==> config.mk <==
export PLATFORM = sky130hd
export DESIGN_NAME = voter_tally
export DESIGN_NICKNAME = d
export VERILOG_FILES = /design/src/rtl/voter_tally.sv
export SDC_FILE = /design/constraint.sdc
export NUM_CORES = 1
export LEC_CHECK = 0
export BUFFER_PORTS_ARGS = -buffer_cell sky130_fd_sc_hd__buf_4
export CELL_PAD_IN_SITES_DETAIL_PLACEMENT = 1
export CELL_PAD_IN_SITES_GLOBAL_PLACEMENT = 2
export CORE_ASPECT_RATIO = 1.2
export CORE_MARGIN = 3
export CORE_UTILIZATION = 36
export CTS_BUF_LIST = sky130_fd_sc_hd__clkbuf_8 sky130_fd_sc_hd__clkbuf_16
export DETAILED_ROUTE_END_ITERATION = 16
export GPL_TIMING_DRIVEN = 1
export PLACE_DENSITY_LB_ADDON = 0.1
export SLEW_MARGIN = 20
export SYNTH_ARGS = -nofsm -noshare
export SYNTH_HDL_FRONTEND = slang
export SYNTH_SLANG_ARGS = --single-unit
export TNS_END_PERCENT = 5
==> constraint.sdc <==
create_clock -name clk -period 4.4 [get_ports clk]
set_input_delay 0.22 -clock clk [delete_from_list [all_inputs] [get_ports clk]]
set_output_delay 0.22 -clock clk [all_outputs]
set_load 0.03 [all_outputs]
==> src/rtl/voter_tally.sv <==
// ---------------------------------------------------------------------------
// voter_tally
//   Sequential majority-vote tally unit. A session opens on start from
//   IDLE. The first ballot of each voter is latched during COLLECT. COLLECT
//   closes when every voter has voted or the timeout expires. COUNT then walks
//   the voters one per cycle. RESULT publishes a one-hot verdict and the yes
//   count, with a single-cycle done pulse.
//
//   Optional feature: define VOTER_QUORUM_EN to enable the quorum check.
//   When it is enabled, a session with fewer than QUORUM cast ballots reports
//   result=000 and raises no_quorum with done.
//
// Ports
//   clk         in   1         rising-edge clock
//   rst         in   1         synchronous active-high reset
//   start       in   1         open a session (sampled only in IDLE)
//   vote_valid  in   N_VOTERS  per-voter ballot strobe
//   vote_yes    in   N_VOTERS  per-voter ballot value, qualified by vote_valid
//   busy        out  1         high whenever not IDLE
//   done        out  1         one-cycle pulse, result/yes_count valid
//   result      out  3         one-hot {reject,tie,pass}; 000 = none/no quorum
//   yes_count   out  CW        yes ballots of last session
//   no_quorum   out  1         quorum failed (constant 0 without the macro)
// ---------------------------------------------------------------------------
module voter_tally #(
    parameter  int N_VOTERS = 4,
    parameter  int TIMEOUT  = 16,
    parameter  int QUORUM   = 3,
    localparam int CW       = $clog2(N_VOTERS + 1)
) (
    input  logic                clk,
    input  logic                rst,
    input  logic                start,
    input  logic [N_VOTERS-1:0] vote_valid,
    input  logic [N_VOTERS-1:0] vote_yes,
    output logic                busy,
    output logic                done,
    output logic [2:0]          result,
    output logic [CW-1:0]       yes_count,
    output logic                no_quorum
);

    localparam int TW = (TIMEOUT > 1) ? $clog2(TIMEOUT) : 1;
    localparam int IW = $clog2(N_VOTERS);

    localparam logic [TW-1:0] T_LAST  = TW'(TIMEOUT - 1);
    localparam logic [IW-1:0] I_LAST  = IW'(N_VOTERS - 1);
    localparam logic [CW:0]   NV_WIDE = (CW + 1)'(N_VOTERS);

    localparam logic [2:0] RES_REJECT = 3'b100;
    localparam logic [2:0] RES_TIE    = 3'b010;
    localparam logic [2:0] RES_PASS   = 3'b001;

    if (N_VOTERS < 2 || TIMEOUT < 1 || QUORUM < 0) begin : g_bad_param
        $error("voter_tally: illegal parameter combination");
    end

    typedef enum logic [1:0] {
        S_IDLE    = 2'd0,
        S_COLLECT = 2'd1,
        S_COUNT   = 2'd2,
        S_RESULT  = 2'd3
    } state_t;

    state_t              state_q,   state_d;
    logic [N_VOTERS-1:0] voted_q,   voted_d;
    logic [N_VOTERS-1:0] ballot_q,  ballot_d;
    logic [TW-1:0]       timer_q,   timer_d;
    logic [IW-1:0]       idx_q,     idx_d;
    logic [CW-1:0]       yes_acc_q, yes_acc_d;
    logic                done_q,    done_d;
    logic [2:0]          result_q,  result_d;
    logic [CW-1:0]       yes_cnt_q, yes_cnt_d;

    logic [N_VOTERS-1:0] new_vote;
    logic [CW:0]         yes_x2;
    logic [2:0]          verdict;

    // Only voters that have not voted yet may latch a ballot.
    assign new_vote = vote_valid & ~voted_q;
    assign yes_x2   = {yes_acc_q, 1'b0};

    always_comb begin
        if (yes_x2 < NV_WIDE)       verdict = RES_REJECT;
        else if (yes_x2 == NV_WIDE) verdict = RES_TIE;
        else                        verdict = RES_PASS;
    end

`ifdef VOTER_QUORUM_EN
    logic [CW-1:0] cast_acc_q, cast_acc_d;
    logic          nq_q,       nq_d;
    logic          quorum_fail;

    assign quorum_fail = ({{(32-CW){1'b0}}, cast_acc_q} < 32'(QUORUM));
`endif

    always_comb begin
        state_d   = state_q;
        voted_d   = voted_q;
        ballot_d  = ballot_q;
        timer_d   = timer_q;
        idx_d     = idx_q;
        yes_acc_d = yes_acc_q;
        done_d    = 1'b0;
        result_d  = result_q;
        yes_cnt_d = yes_cnt_q;
`ifdef VOTER_QUORUM_EN
        cast_acc_d = cast_acc_q;
        nq_d       = nq_q;
`endif
        unique case (state_q)
            S_IDLE: begin
                if (start) begin
                    state_d   = S_COLLECT;
                    voted_d   = '0;
                    ballot_d  = '0;
                    timer_d   = '0;
                    idx_d     = '0;
                    yes_acc_d = '0;
`ifdef VOTER_QUORUM_EN
                    cast_acc_d = '0;
`endif
                end
            end
            S_COLLECT: begin
                voted_d  = voted_q | vote_valid;
                ballot_d = (ballot_q & ~new_vote) | (vote_yes & new_vote);
                // Close on this edge if the strobes now complete the electorate.
                if ((&(voted_q | vote_valid)) || (timer_q == T_LAST)) begin
                    state_d = S_COUNT;
                    idx_d   = '0;
                end else begin
                    timer_d = timer_q + 1'b1;
                end
            end
            S_COUNT: begin
                // Abstentions (unvoted) contribute neither yes nor cast.
                yes_acc_d = yes_acc_q + CW'(ballot_q[idx_q] & voted_q[idx_q]);
`ifdef VOTER_QUORUM_EN
                cast_acc_d = cast_acc_q + CW'(voted_q[idx_q]);
`endif
                if (idx_q == I_LAST) state_d = S_RESULT;
                else                 idx_d   = idx_q + 1'b1;
            end
            S_RESULT: begin
                state_d   = S_IDLE;
                done_d    = 1'b1;
                yes_cnt_d = yes_acc_q;
                result_d  = verdict;
`ifdef VOTER_QUORUM_EN
                nq_d = quorum_fail;
                if (quorum_fail) result_d = 3'b000;
`endif
            end
            default: state_d = S_IDLE;
        endcase
    end

    always_ff @(posedge clk) begin
        if (rst) begin
            state_q   <= S_IDLE;
            voted_q   <= '0;
            ballot_q  <= '0;
            timer_q   <= '0;
            idx_q     <= '0;
            yes_acc_q <= '0;
            done_q    <= 1'b0;
            result_q  <= 3'b000;
            yes_cnt_q <= '0;
        end else begin
            state_q   <= state_d;
            voted_q   <= voted_d;
            ballot_q  <= ballot_d;
            timer_q   <= timer_d;
            idx_q     <= idx_d;
            yes_acc_q <= yes_acc_d;
            done_q    <= done_d;
            result_q  <= result_d;
            yes_cnt_q <= yes_cnt_d;
        end
    end

`ifdef VOTER_QUORUM_EN
    always_ff @(posedge clk) begin
        if (rst) begin
            cast_acc_q <= '0;
            nq_q       <= 1'b0;
        end else begin
            cast_acc_q <= cast_acc_d;
            nq_q       <= nq_d;
        end
    end

    assign no_quorum = nq_q;
`else
    assign no_quorum = 1'b0;
`endif

    assign busy      = (state_q != S_IDLE);
    assign done      = done_q;
    assign result    = result_q;
    assign yes_count = yes_cnt_q;

endmodule

== Yosys cells after proc, flatten, opt, wreduce, memory -nomap -nowiden ==
Cells that the tools add are included.

* Bits in registers: 26
* Bits in latches: 0
* RAM bits: 0
* Bits in read-only memories: 0
* Bits of input ports: 11
* Output and inout port bits: 9
* Word-level logic and storage cells: 67
* Memories kept: 0

* Add/subtract/negate cells: 3
* Multiply operators: 0
* Div/mod/pow operators: 0
* Order comparisons: 2
* Eq/ne operators: 11
* Shift operators: 0
* Muxes and demuxes: 22
* Bitwise gates (word level): 8
* Reduce and logical (&&, ||, !) cells: 12

{| class="wikitable"
|+ Operators with widths
! operator !! number
|-
| $pmux 4 s2 || 3
|-
| $mux 2 || 7
|-
| $and 4x4->4 || 3
|-
| $ne 2x2->1 const B || 5
|-
| $mux 4 || 2
|-
| $not 4->4 || 2
|-
| $or 4x4->4 || 2
|-
| $pmux 2 s4 || 1
|-
| $reduce_and 4->1 || 2
|-
| $eq 2x2->1 const B || 3
|-
| $mux 3 || 2
|-
| $pmux 2 s3 || 1
|-
| $pmux 3 s2 || 1
|-
| $reduce_and 3->1 || 2
|-
| $reduce_bool 2->1 || 3
|-
| $add 4x1->4 const B || 1
|-
| $bmux 1 s2 || 2
|-
| $eq 4x4->1 const B || 1
|-
| $lt 4x3->1 const B || 1
|-
| $reduce_and 2->1 || 2
|-
| $add 3x1->3 || 1
|-
| $eq 3x2->1 const B || 1
|-
| $lt 2x3->1 const B || 1
|-
| $mux 1 || 3
|-
| other kinds (6) || 6
|}

== Longest topological paths before layout ==
* Depth after elaboration: 6
* Depth in mapped cells: 10
* Depth with buffers taken out: 10

== Least setup slack after synthesis ==
No wires, ideal clock.

* Kind: flip-flop to flip-flop
* Start: register state_q[0]
* End: register timer_q[3]
* Setup time: 74 ps
* Arrival: 1571 ps
* Required time: 4326 ps
* Path slack: 2755 ps
* Stages on the path, launching flop included: 8
* Path buffers: 1
* Clock period less this slack: 1645 ps
* Cell sequence: dfxtp_1 -> inv_1 -> ha_1 -> buf_2 -> nand2b_2 -> and2_0 -> or3b_1 -> a31oi_1

* Word-level cells in the longest chain between the ends: 3
* Elaborated cells on any way between the ends: 7
* Those cells by class: eq/ne: 3; mux: 1; reduce/logical: 3

{| class="wikitable"
|+ RTL lines
! what !! RTL line !! text
|-
| start, declared || 65 || <nowiki>state_t state_q, state_d;</nowiki>
|-
| start signal, assigned || 171 || <nowiki>state_q <= state_d;</nowiki>
|-
| $eq 2x1->1 or $logic_not 2->1 (tied branches) || 111 || <nowiki>unique case (state_q)</nowiki>
|-
| $ne 2x2->1 (no source line) or $reduce_bool 2->1 (tied branches) || -- ||
|-
| $reduce_and 3->1 (no source line) || -- ||
|-
| end signal, assigned || 174 || <nowiki>timer_q <= timer_d;</nowiki>
|-
| end, declared || 68 || <nowiki>logic [TW-1:0] timer_q, timer_d;</nowiki>
|}

Parallel ways exist; a longest one is shown, timed or not.
A chain may end at the register's enable or synchronous reset.

== Worst setup path after layout ==
Ends and elaborated chain as after synthesis.

==> impl_results.rst <==
.. list-table::
   :header-rows: 1

   * - Metric
     - Value
   * - Status
     - finished clean
   * - Drt first pass iters
     - 4
   * - Worst hold start
     - vote_yes[0]
   * - Syn_area_per_cell
     - about 8.6 µm²
   * - # IOs
     - 20
   * - Cell area after placement
     - 1540 µm²
   * - Post-synthesis cell count
     - between 150 and 200
   * - Post-synth top area share
     - 37.5%
   * - Peak clock frequency supported by timing
     - just under 0.5 GHz
   * - Antenna violations before repair
     - 0
   * - Setup slack on the worst flop-to-flop path
     - 2360 ps
   * - HP Class
     - in2reg
   * - Number of setup buffers added after CTS
     - 0
   * - List of most frequent post-synthesis cells
     - sky130_fd_sc_hd__dfxtp_1 (26), sky130_fd_sc_hd__a21oi_1 (16), sky130_fd_sc_hd__nor2_1 (14), sky130_fd_sc_hd__nand2_1 (12), sky130_fd_sc_hd__nand2b_1 (10)
   * - Instance count along the most critical hold path
     - 3
   * - Row count
     - 24
   * - Fraction of synthesis flops using an asynchronous set or reset pin
     - 0%
   * - Data arrival time of the worst path
     - 2240 ps
   * - Area of the die
     - roughly 4600 µm²
   * - Number of flip-flops and latches in the synthesized netlist
     - 26
   * - Class of the most critical setup path
     - reg2reg
   * - Antenna Nets Post-Route
     - 0
   * - Prevailing post-synth register cell
     - sky130_fd_sc_hd__dfxtp_1
   * - Global-route wire length before repair
     - 5620 µm
   * - Worst Hold Endpoint
     - ballot_q[0]
   * - Cell with the most instances after synthesis
     - sky130_fd_sc_hd__dfxtp_1
   * - Y dimension of the die
     - 74.0 µm
   * - Final setup skew
     - 2.19 ps
   * - Peak VDD IR
     - 0.158 mV
   * - Fraction of the cycle the final worst path needs
     - a little under half
   * - All-layer global routing usage
     - 15.3%
   * - Number of buffers inserted by hold repair at cts
     - 0
   * - Number of flops mapped to enable cells by yosys
     - 0
   * - Final setup viols
     - 0
   * - Power density over the cells
     - ~460 nW/µm²
   * - Hold violation total from the final report
     - 0
   * - Max FO, Critical Path
     - 15
   * - Iteration-0 DRC count of the detailed router
     - 64
   * - Clock latency on the worst-skew pair
     - 270 ps
   * - Fraction of layout cells with a size suffix above 1
     - 18.0%
   * - Clock period minus worst slack
     - about 2000 ps
   * - Worst slew margin
     - 54.4%
   * - Largest area contributor in the netlist
     - sky130_fd_sc_hd__dfxtp_1
   * - Worst Reg2Reg Path Length in Cells
     - 6
   * - Endpoint kind of the worst setup timing path
     - register
   * - Reg2reg end
     - timer_q[3]
   * - TritonCTS Buffers
     - 3
   * - Beginning of the worst register-to-register path
     - state_q[0]
   * - Net count after synthesis
     - 180
   * - DPL Wire Length
     - about 2500 µm
   * - Net count reported at finish
     - 193
   * - Antenna Cells
     - 0
   * - Total overflow reported by the global router
     - 0
   * - Vias after detailed routing
     - about 1200
   * - RD Place Congestion
     - 0.834
   * - CTS tree
     - done
   * - Sum of routed wire length over all layers
     - 3400 µm
   * - Average detailed-routed wire length per instance
     - 15.2 µm
   * - Count of buffers from port buffering
     - 18
   * - Overall power after layout
     - 729 µW
   * - Yosys warnings
     - 0
   * - Number of gates resized after cts
     - 0
   * - Biggest area contributors in the synthesized netlist
     - sky130_fd_sc_hd__dfxtp_1 (38%), sky130_fd_sc_hd__ha_1 (7.2%), sky130_fd_sc_hd__a21oi_1 (5.8%)
   * - Number of fillers in the final layout
     - 448
   * - Die X
     - approximately 63 µm
   * - Initial core utilization
     - 37.9%
   * - Number of violations of the max-capacitance limit
     - 0
   * - Required time of the critical path
     - 4600 ps
   * - Clock input transition at the sequential cells of the worst setup and hold paths
     - ~90 ps
   * - Area overhead of the layout relative to synthesis
     - 14.2%
   * - Pin count of the biggest net entering global routing
     - 31
   * - Clock net sink count
     - 26
   * - Final Max Slew Viols
     - 0
   * - Sort of element at the start of the critical path
     - register
   * - DRC errors left
     - 0
   * - CTS H-tree depth
     - 1
   * - Clock tree buffer depth
     - 2
   * - Area of the mapped netlist
     - around 1400 µm²
   * - Transition at the pin with the smallest max-transition slack
     - 665 ps
   * - Post-route design area
     - 1590 µm²
   * - Sequential cell area fraction in the yosys report
     - 37.5%
   * - Via density per instance
     - 5.33
   * - RSZ-0062 raised after global routing
     - no
   * - Unique masters post-synth
     - 42
   * - Final TNS setup
     - 0 ps
   * - Root buffer cell
     - sky130_fd_sc_hd__clkbuf_8
   * - Core region area
     - around 3700 µm²
   * - Number of global-route vias before repair
     - ~1100
   * - Pleak
     - 0.000611 µW
[how the worst max path moves through the flow]
stage | start | end | cells past startpoint
after floorplan | state_q[0] | timer_q[3] | 7
after global placement | state_q[0] | timer_q[3] | 6
after detailed placement | state_q[0] | timer_q[3] | 6
after CTS | state_q[0] | timer_q[3] | 6
after global routing | state_q[0] | timer_q[3] | 6
final | state_q[0] | timer_q[3] | 6
[layout make-up]
type	count	area (µm²)	share of cell area, %
multi-input combinational	121	808	51.0
tap	52	65.1	4.10
sequential	26	520	32.8
inverter	4	15.0	0.947
clock buffer	3	41.3	2.60
timing repair buffer	18	135	8.52
[per-layer routing]
metal / global-route usage, % / vias up / routed length, µm / share of wire [%]
met1: 19.1 / 574 / 1580 / 47
met4: 5.88 / 0 / 40 / 1.2
li1: - / 602 / - / -
met5: 0 / - / 0 / 0
met3: 3.47 / 4 / 103 / 3.0
met2: 26.1 / 15 / 1670 / 49
[critical path: stages, from the launching register on]
cell and delay (ps):
sky130_fd_sc_hd__dfxtp_1 410, sky130_fd_sc_hd__inv_1 90, sky130_fd_sc_hd__ha_1 290, sky130_fd_sc_hd__nand2b_2 270, sky130_fd_sc_hd__and2_0 380, sky130_fd_sc_hd__or3b_1 380, sky130_fd_sc_hd__a31oi_1 150
[report_power, final]
group          leakage (µW)  total (µW)  internal, µW  switching, µW
sequential         0.000210         284           259           24.9
combinational      0.000379         308           120            188
clock             0.0000216         136          61.4           75.0
total              0.000611         729           440            288
[metrics by stage]
step / hold WS, ps / setup slack [ps] / instances / util, %
after floorplan: 389 / 2750 / 161 / -
after global placement: 443 / 2500 / 221 / 42.1
after detailed placement: 455 / 2380 / 221 / 42.1
after CTS: 230 / 2370 / 224 / 43.3
after global routing: 232 / 2240 / 224 / 43.3
final: 241 / 2360 / 224 / 43.3
[sequential cells by signal, summed over array words and instances (netlist names)]
name and flops:
timer_q 4, state_q 2, done 1, yes_count 3, result 3, voted_q 4, idx_q 2, yes_acc_q 3
ballot_q 4
[kinds of logic after synthesis]
kind of cell,share of synthesized area (%)
mux,5.77
other cells,0.270
flops,37.5
compound gates,20.7
buf+inv,4.24
simple gates,24.3
fa+ha+maj,7.21
[placed cells by master, fill, tap and decap left out, drive strengths merged, types with 4 or more instances in the layout]
| master | n |
|---|---|
| a21oi | 16 |
| ha | 8 |
| mux2i | 8 |
| nand4b | 4 |
| a31o | 4 |
| nand2 | 12 |
| buf | 18 |
| nor3 | 5 |
| nor2 | 14 |
| dfxtp | 26 |
| nand2b | 11 |
| inv | 4 |
(Power assumes the default switching activity.)
